==> config.mk <==
export PLATFORM = sky130hd
export DESIGN_NAME = powerup_scheduler
export DESIGN_NICKNAME = d
export VERILOG_FILES = /design/src/rtl/powerup_scheduler.sv
export SDC_FILE = /design/constraint.sdc
export NUM_CORES = 1
export LEC_CHECK = 0
export BUFFER_PORTS_ARGS = -buffer_cell sky130_fd_sc_hd__buf_2
export CAP_MARGIN = 40
export CORE_UTILIZATION = 55
export DETAILED_ROUTE_END_ITERATION = 16
export PLACE_DENSITY = 0.8
export RECOVER_POWER = 25
export SYNTH_ARGS = -nofsm -noshare
export SYNTH_HDL_FRONTEND = slang
export SYNTH_SLANG_ARGS = --single-unit
export TNS_END_PERCENT = 20
==> constraint.sdc <==
create_clock -name clk -period 4.85 [get_ports clk]
set_input_delay 0 -clock clk [delete_from_list [all_inputs] [get_ports clk]]
set_output_delay 0 -clock clk [all_outputs]
set_load 0.05 [all_outputs]
==> src/rtl/powerup_scheduler.sv <==
// Power-up sequencer: cooldown, random spawn, capture, timed effect grant.
// Optional POWERUP_FIELD_TIMEOUT_EN retires an uneaten power-up after LIFETIME_FRAMES.
module powerup_scheduler #(
  parameter int unsigned COOLDOWN_FRAMES = 180,
  parameter int unsigned EFFECT_FRAMES   = 300,
  parameter int unsigned LIFETIME_FRAMES = 600,
  parameter logic [10:0] X_BASE          = 11'd200,
  parameter logic [9:0]  Y_BASE          = 10'd100,
  parameter int unsigned X_BITS          = 9,
  parameter int unsigned Y_BITS          = 8,
  parameter logic [15:0] LFSR_SEED       = 16'hACE1
) (
  input  logic        clk,
  input  logic        reset,
  input  logic        frame_tick,
  input  logic        hit,
  input  logic        last_player,
  output logic        spawn,
  output logic        eaten,
  output logic [10:0] randx,
  output logic [9:0]  randy,
  output logic [1:0]  mode,
  output logic        effect_left,
  output logic        effect_right,
  output logic [9:0]  frames_left
);

  typedef enum logic [2:0] {
    IDLE,
    SPAWN,
    FIELD,
    GRANT,
    EFFECT
  } state_e;

  localparam logic [15:0] CD_L =
    (COOLDOWN_FRAMES == 0) ? 16'd1 : 16'(COOLDOWN_FRAMES);
  localparam logic [9:0] EF_L =
    (EFFECT_FRAMES == 0) ? 10'd1 : 10'(EFFECT_FRAMES);

  state_e      state_q;
  logic [15:0] cnt_q;
  logic [15:0] lfsr_q;
  logic [15:0] lfsr_d;
  logic [31:0] rnd;
  logic [10:0] xoff;
  logic [9:0]  yoff;

  assign lfsr_d = {1'b0, lfsr_q[15:1]}
                ^ (lfsr_q[0] ? 16'hB400 : 16'h0000);

  // Doubling the LFSR lets the y slice run past bit 15 by wrapping.
  assign rnd  = {lfsr_q, lfsr_q};
  assign xoff = 11'(rnd[X_BITS-1:0]);
  assign yoff = 10'(rnd[X_BITS+Y_BITS-1:X_BITS]);

`ifdef POWERUP_FIELD_TIMEOUT_EN
  localparam logic [15:0] LT_L =
    (LIFETIME_FRAMES == 0) ? 16'd1 : 16'(LIFETIME_FRAMES);
  logic unused_ok;
  assign unused_ok = ^rnd;
`else
  logic unused_ok;
  assign unused_ok = ^{rnd, 32'(LIFETIME_FRAMES)};
`endif

  always_ff @(posedge clk or posedge reset) begin
    if (reset) begin
      state_q      <= IDLE;
      cnt_q        <= CD_L;
      lfsr_q       <= LFSR_SEED;
      spawn        <= 1'b0;
      eaten        <= 1'b0;
      randx        <= X_BASE;
      randy        <= Y_BASE;
      mode         <= 2'b00;
      effect_left  <= 1'b0;
      effect_right <= 1'b0;
      frames_left  <= 10'd0;
    end else begin
      lfsr_q <= lfsr_d;
      spawn  <= 1'b0;
      eaten  <= 1'b0;
      unique case (state_q)
        IDLE: begin
          if (frame_tick) begin
            if (cnt_q <= 16'd1) begin
              state_q <= SPAWN;
              spawn   <= 1'b1;
              randx   <= X_BASE + xoff;
              randy   <= Y_BASE + yoff;
              mode    <= lfsr_q[15:14];
            end else begin
              cnt_q <= cnt_q - 16'd1;
            end
          end
        end
        SPAWN: begin
          state_q <= FIELD;
`ifdef POWERUP_FIELD_TIMEOUT_EN
          cnt_q   <= LT_L;
`endif
        end
        FIELD: begin
          if (hit) begin
            state_q      <= GRANT;
            eaten        <= 1'b1;
            effect_left  <= ~last_player;
            effect_right <= last_player;
            frames_left  <= EF_L;
          end
`ifdef POWERUP_FIELD_TIMEOUT_EN
          else if (frame_tick) begin
            if (cnt_q <= 16'd1) begin
              state_q <= IDLE;
              eaten   <= 1'b1;
              cnt_q   <= CD_L;
            end else begin
              cnt_q <= cnt_q - 16'd1;
            end
          end
`endif
        end
        GRANT: begin
          state_q <= EFFECT;
        end
        EFFECT: begin
          if (frame_tick) begin
            if (frames_left <= 10'd1) begin
              state_q      <= IDLE;
              frames_left  <= 10'd0;
              effect_left  <= 1'b0;
              effect_right <= 1'b0;
              cnt_q        <= CD_L;
            end else begin
              frames_left <= frames_left - 10'd1;
            end
          end
        end
        default: begin
          state_q <= IDLE;
        end
      endcase
    end
  end

endmodule

# == Word level (Yosys, flattened, before mapping) ==
# Index checks and enable logic that the tools add are counted.
# word_totals
regBits,72
inputBits,5
out_inout_bits,37
word_cells,64
# op_classes
bitwise,2
add_sub_neg,4
eq_ne,10
order_cmp,2
mux,27
reduce_logical,8
# op_table
cell,n
2-to-1 mux 16 bit,5
one-hot mux 16 bit (2 select lines),1
2-to-1 mux 10 bit,3
one-hot mux 10 bit (2 select lines),1
less-or-equal comparator 16 x 1 -> 1 bit (second input constant),1
subtractor 16 x 1 -> 16 bit (second input constant),1
XOR 15 x 16 -> 16 bit,1
2-to-1 mux 3 bit,5
one-hot mux 3 bit (5 select lines),1
!= test 2 bit (second input constant),6
adder 8 x 9 -> 10 bit (first input constant),1
less-or-equal comparator 10 x 1 -> 1 bit (second input constant),1
AND reduction 5 bit,2
subtractor 10 x 1 -> 10 bit (second input constant),1
adder 7 x 8 -> 9 bit (first input constant),1
2-to-1 mux 1 bit,9
== test 3 x 2 -> 1 bit (second input constant),2
AND reduction 3 bit,2
one-hot mux 1 bit (2 select lines),2
AND reduction 4 bit,1
nonzero test 2 bit,2
== test 3 x 1 -> 1 bit (second input constant),1
== test 3 bit (second input constant),1
zero test 3 bit,1
inverter 1 bit,1

# == Depth between registers and ports, before layout ==
# Gate-level depths: netlist (run 1).
# logic_depth
depth_word,4
ltp_mapped,8
mapped_depth_nobuf,6

# == Worst setup path after synthesis (run 1) ==
# OpenSTA, ideal clock, no wires.
# synth_path
path_kind,reg2reg
start,register frames_left[1]
end,register frames_left[6]
path_stages_with_launch,7
arrival_ns,2.081
slack_ns,2.649
required_ns,4.730
path_buffers,0
setup_time_ns,0.120
period_less_slack_ns,2.201
cell_sequence,dfrtp_1 -> inv_1 -> ha_1 -> or3b_2 -> a2111oi_0 -> xnor2_1 -> nor2_1
# synth_between
elab_chain_len,4
word_cells_on_any_way,5
cone_classes,1 x add/sub; 1 x order compare; 3 x mux
# synth_rtl
element,line,text
from (decl),25,output logic [9:0] frames_left
from (signal assigned),136,frames_left <= frames_left - 10'd1;
subtractor 10 x 1 -> 10 bit / less-or-equal comparator 10 x 1 -> 1 bit (equally long branches),"136, 129",
2-to-1 mux 10 bit (*),129,if (frames_left <= 10'd1) begin
2-to-1 mux 10 bit (*),128,if (frame_tick) begin
one-hot mux 10 bit (2 select lines) (*),84,unique case (state_q)
# Mark *: on every way between the ends. The rest lies on a longest branch, timed or not. The select of a mux whose other input is x is not followed.
# A chain may end at the register's enable or synchronous reset.

# == Worst setup path in the final report (run 1) ==
# layout_path
start,register cnt_q[0]
end,register randx[5]
# layout_between
elab_chain_len,2
# layout_rtl
element,line,text
from (decl),42,logic [15:0] cnt_q;
from (signal assigned),94,cnt_q <= cnt_q - 16'd1;
less-or-equal comparator 16 x 1 -> 1 bit,87,if (cnt_q <= 16'd1) begin
AND reduction 3 bit (no line),--,
to (signal assigned),90,randx <= X_BASE + xoff;
to (decl),20,"output logic [10:0] randx,"
# No other way between the ends.

==> results by group, run 1 <==
Clock network
  – Setup Buffers After CTS: 0
  – H-tree Lvls: 3
  – Clock Root Buffer: clkbuf_8
  – CTS Buffer Depth: 2
  – CTS Buf Count: 9
  – Clk pin slew, worst setup/hold paths: 0.07 ns
  – CTS resizes: 0
  – Clk_lat worst skew: 0.34 ns
  – Hold Buf Count CTS: 3
  – CTS tree: done
  – CTS sink cnt: 70

Cells and area
  – Area growth, synth to finish: 13.8%
  – Layout cell share with drive strength beyond 1: 26.1%
  – Filler cells: 458
  – Nets: 336
  – Post-route insts no fill: 402
  – Inserted Diodes: 0

Floorplan
  – Starting Density: 58.3%
  – Boundary Pins: 42
  – Row count: 27
  – Die ar.: 6300 um^2
  – Die Height: 79.4 um
  – Core area: 5640 um^2
  – Die Wd: 79.4 um

GRT
  – Largest net degree at the start of global routing: 43
  – Initial antenna violation count: 0
  – Global-route wire length before repair: 10700 um
  – Vias in the first global route: 2276
  – Global Route Usage Sum: 22.2%
  – Grt ovf: 0

Detailed routing
  – WL final: 6210 um
  – TritonRoute pass-1 iters: 4
  – Vias/cell: 5.82
  – DRT antenna net count: 0
  – Detailed Route Iter0 Violations: 87
  – # DRC: 0
  – Via Count: 2340
  – Wire per inst: 15.5 um

Flow run
  – MaxCap Viol Count: 1

STA
  – Final max-slew violation count: 29
  – Clock skew: 0.00945 ns
  – Final Hold Viols: 0
  – Final setup viols: 0
  – RSZ-0062 raised after global routing: false
  – Tmin final: 2.66 ns
  – Final worst-path cycle share: 54.9%
  – Worst-Margin Slew: 1.53 ns
  – Rel. slew slack: -2.29%
  – Upper clock frequency limit: 375 MHz
  – Final setup TNS: 0 ns

Setup path
  – Arr. time, crit path: 2.89 ns
  – CP top delay family: simple AND/OR/NAND/NOR gates
  – Worst r2r path cells: 7
  – Slowest cell on crit path: nor4b_4
  – Max incr delay on CP: 0.64 ns
  – FF-to-FF setup slack: 2.19 ns
  – Critical path data required time: 5.07 ns
  – Number of cells on the critical path: 7
  – CP bufs+invs: 2
  – Worst Setup Path Type: flip-flop to flip-flop
  – Crit-path cells: inv_1, ha_1, o21bai_1, nor4b_4, and3_1, buf_8, mux2_1
  – Startpoint Class: flip-flop
  – Critical Path Fanout Max: 18
  – CP endpoint kind: flip-flop

Power and ir drop
  – P_leak: 0.00174 uW
  – PwrDens: 559 nW/um^2
  – Worst vdd ir: 0.371 mV

Run status
  – Outcome: complete, but fails checks
  – Failing checks: capacitance limit, slew limit

Yosys
  – Syn Area/Cell: 11.7 um^2
  – Syn. warnings: 0
  – Synth top cells by count: 52 x dfrtp_1, 18 x dfstp_2, 17 x a21oi_1, 17 x mux2_1, 13 x nor2_1
  – Synth cell types: 53
  – Area contributors post-synth: dfrtp_1 40%, dfstp_2 14%, mux2_1 5.8%
  – Flops & latches, synth: 70
  – Main flop type after synthesis: dfrtp_1
  – Post-synthesis sequential area ratio: 53.9%
  – Synth Instances: 282
  – Async S/R FF share, synth: 100%
  – Synth top area share: 39.5%
  – Post-synth EDFFs: 0
  – Top-count cell post-synth: dfrtp_1
  – Cell Area, Synth: 3290 um^2
  – Dominant cell type by area after synthesis: dfrtp_1

Placed design
  – DP HPWL: 4270 um
  – Cell count after placement: 383
  – GP Congestion: 0.831
  – I/O Buffers: 39

Worst hold path
  – Path type of the worst min-delay path: input port to flip-flop
  – Worst hold path depth: 3
## final timing paths
path / start / endpoint
max in group asynchronous: reset / lfsr_q[15]
min in group asynchronous: reset / randx[9]
min: frame_tick / state_q[0]
max: cnt_q[0] / randx[5]
max reg2reg: cnt_q[0] / randx[5]
min reg2reg: lfsr_q[9] / lfsr_q[8]
## cell type report
type | instances | area (um^2) | share of cell area [%]
flip-flops and latches | 70 | 1770 | 47.4
repair buffers | 45 | 264 | 7.05
inverters | 11 | 41.3 | 1.10
multi-input cells | 188 | 1390 | 37.2
well taps | 72 | 90.1 | 2.41
clock inverters | 6 | 45.0 | 1.20
clock buffers | 10 | 138 | 3.68
## cells in the final DEF, fill, tap and decap left out, types with 5 or more instances in the layout
cell type	n
dfrtp_1	52
buf_2	39
a21oi_1	17
mux2_1	17
nor2_1	13
dfstp_2	13
nand2_1	12
inv_1	10
clkbuf_8	10
o21ai_0	9
xnor2_1	8
or4_1	8
nand3_1	8
xor2_1	7
mux2i_1	7
or3_1	6
ha_1	6
nor3_1	5
o31ai_1	5
or2_2	5
a211oi_1	5
dfstp_1	5
## worst min-delay path: stages
cell and delay [ns]:
buf_2 0.13, nand4b_1 0.11, a211oi_1 0.08
## state kept, by name, indices dropped and copies added (netlist names)
register,flops
lfsr_q,16
mode,2
spawn,1
frames_left,10
effect_left,1
effect_right,1
state_q,3
eaten,1
cnt_q,16
randx,10
randy,9
## report_power, final
part	internal (uW)	total (uW)	leakage, uW	switching (uW)
Combinational	253	771	0.000774	518
Clock	202	430	0.0000853	228
Sequential	742	890	0.000880	148
## routing by layer
layer	routed length [um]	track usage, %
met1	2790	28.8
met2	3050	36.1
met3	311	6.55
met4	55	6.55
met5	0	0
## logic make-up (layout without fill, tap and decap cells)
group,after synthesis,after routing,share of synthesized area (%)
AOI/OAI and AO/OA,57,57,11.7
xor gates and xnor gates,15,15,3.99
adders and majority gates,6,6,2.28
buffers and inverters,25,72,3.91
DFF,70,70,53.9
muxes,26,26,8.63
other,1,2,0.114
and+or+nand+nor,82,82,15.5
## through the flow
step	total power, uW	cell area [um^2]	utilization, %	hold WS (ns)	setup slack (ns)
after floorplan	1500	3300	-	0.105	2.65
after global placement	1630	3500	62.1	0.210	1.94
after detailed placement	1670	3540	62.7	0.0810	2.21
after CTS	2110	3750	66.4	0.00280	2.20
after global routing	2230	3740	66.4	0.0244	2.04
final	2090	3740	66.4	0.0293	2.19
(Power assumes the default switching activity.)
==> inputs of run 2 (changes only) <==
Clock period 4.85 ns to 2.6 ns, I/O delays scaled along.
==> results by group, run 2 (synthesis gave the netlist of run 1 again) <==
Cells and area
  – Layout cell share with drive strength beyond 1: 25.9%
  – Final Instance Area: 3810 um^2
  – Largest registers: cnt_q (16), lfsr_q (16)
  – Nets: 339
  – Inserted Diodes: 0
  – Area growth, synth to finish: 15.7%
  – Most frequent cells in the layout: 52 x dfrtp_1, 39 x buf_2, 17 x a21oi_1, 17 x mux2_1, 13 x nor2_1
  – Commonest non-fill, non-tap cell in the layout: dfrtp_1

Floorplan
  – Row count: 27
  – Core area: 5640 um^2
  – Die Height: 79.4 um
  – Boundary Pins: 42
  – Starting Density: 58.3%
  – Die Wd: 79.4 um
  – Die ar.: 6300 um^2

Clock network
  – CTS sink cnt: 70
  – CTS resizes: 0
  – Clk pin slew, worst setup/hold paths: 0.07 ns
  – CTS Buf Count: 9
  – Clock Root Buffer: clkbuf_8
  – Setup Buffers After CTS: 0
  – H-tree Lvls: 3
  – CTS tree: done
  – Hold Buf Count CTS: 4
  – CTS Buffer Depth: 2
  – Clk_lat worst skew: 0.34 ns

Detailed routing
  – WL final: 6260 um
  – Vias/cell: 5.84
  – Detailed Route Iter0 Violations: 67
  – DRT antenna net count: 0
  – Via Count: 2360
  – TritonRoute pass-1 iters: 4
  – Wire per inst: 15.5 um
  – # DRC: 0

STA
  – Worst-Margin Slew: 0.772 ns
  – Final worst-path cycle share: 86.4%
  – Clock skew: 0.0158 ns
  – Final WS setup: 0.354 ns
  – Final setup TNS: 0 ns
  – Tmin final: 2.25 ns
  – Final setup viols: 0
  – Rel. slew slack: 48.6%
  – RSZ-0062 raised after global routing: false
  – Final max-slew violation count: 0
  – Upper clock frequency limit: 445 MHz
  – Final Hold Viols: 0

Setup path
  – Crit-path cells: nor4_2, and2_1, and3_1, buf_4, mux2_1
  – Slowest cell on crit path: dfrtp_1
  – Worst r2r path cells: 5
  – Critical Path Fanout Max: 22
  – Max incr delay on CP: 0.42 ns
  – Critical R2R Launch: cnt_q[6]
  – Critical path data required time: 2.82 ns
  – FF-to-FF End: randy[4]
  – FF-to-FF setup slack: 0.35 ns
  – Startpoint Class: flip-flop
  – Worst Setup Path Type: flip-flop to flip-flop
  – CP endpoint kind: flip-flop
  – Arr. time, crit path: 2.46 ns

GRT
  – Global-route wire length before repair: 10700 um
  – Global Route Usage Sum: 22.2%
  – Grt ovf: 0
  – Initial antenna violation count: 0
  – Vias in the first global route: 2324
  – Largest net degree at the start of global routing: 60

Power and ir drop
  – PwrDens: 1080 nW/um^2
  – Total power: 4100 uW
  – Worst vdd ir: 0.621 mV
  – P_leak: 0.00179 uW

Worst hold path
  – HP Start: lfsr_q[2]
  – Path type of the worst min-delay path: flip-flop to flip-flop
  – Worst hold path depth: 0
  – Hold Path End: lfsr_q[1]

Placed design
  – I/O Buffers: 39
  – Pre-CTS setup slack: 0.396 ns
  – GP Congestion: 0.823
  – Placed cell areas: 3550 um^2
  – DP HPWL: 4210 um

Run status
  – Outcome: finished, final reports clean

Flow run
  – MaxCap Viol Count: 0
## run 2: final cells by class
cell class / instances / area, um^2
clock buffer: 11 / 151
clock inverter: 4 / 70.1
multi-input combinational: 188 / 1390
inverter: 11 / 41.3
sequential: 70 / 1770
tap: 72 / 90.1
timing repair buffer: 48 / 289
fill: 445 / 1830
## run 2: power by group
group	internal, uW	switching (uW)
Combinational	491	963
Clock	584	389
Sequential	1390	285
Total	2460	1640
## run 2: critical path, delay by kind of cell (launching register included)
kind / cells / cell delay (ns)
buf+inv: 1 / 0.29
simple gates: 3 / 1.03
mux: 1 / 0.37
flops: 1 / 0.42
## run 2: how the worst max path moves through the flow
stage	from	end	slack, ns	cells past startpoint
floorplan	frames_left[1]	frames_left[6]	0.40	6
global placement	frames_left[0]	frames_left[6]	0.46	6
detailed placement	cnt_q[6]	mode[1]	0.40	5
CTS	cnt_q[6]	randy[4]	0.38	5
global route	cnt_q[6]	randy[4]	0.22	5
finish	cnt_q[6]	randy[4]	0.35	5
## run 2: per-layer routing
metal	up-vias	GRT usage [%]	wire length, um	part of all wire [%]
li1	1112	-	-	-
met1	1188	28.1	2850	46
met2	56	36.8	3120	50
met3	4	6.55	237	3.8
met4	0	6.18	53	0.85
met5	-	0	0	0
## run 2: stage by stage
stage | hold slack [ns] | std cells | utilization (%)
6_report | 0.384 | 404 | 67.5
5_1_grt | 0.406 | 404 | 67.5
2_1_floorplan | 0.105 | 283 | -
3_3_place_gp | 0.208 | 384 | 62.5
3_5_place_dp | 0.00255 | 385 | 62.9
4_1_cts | 0.174 | 404 | 67.6
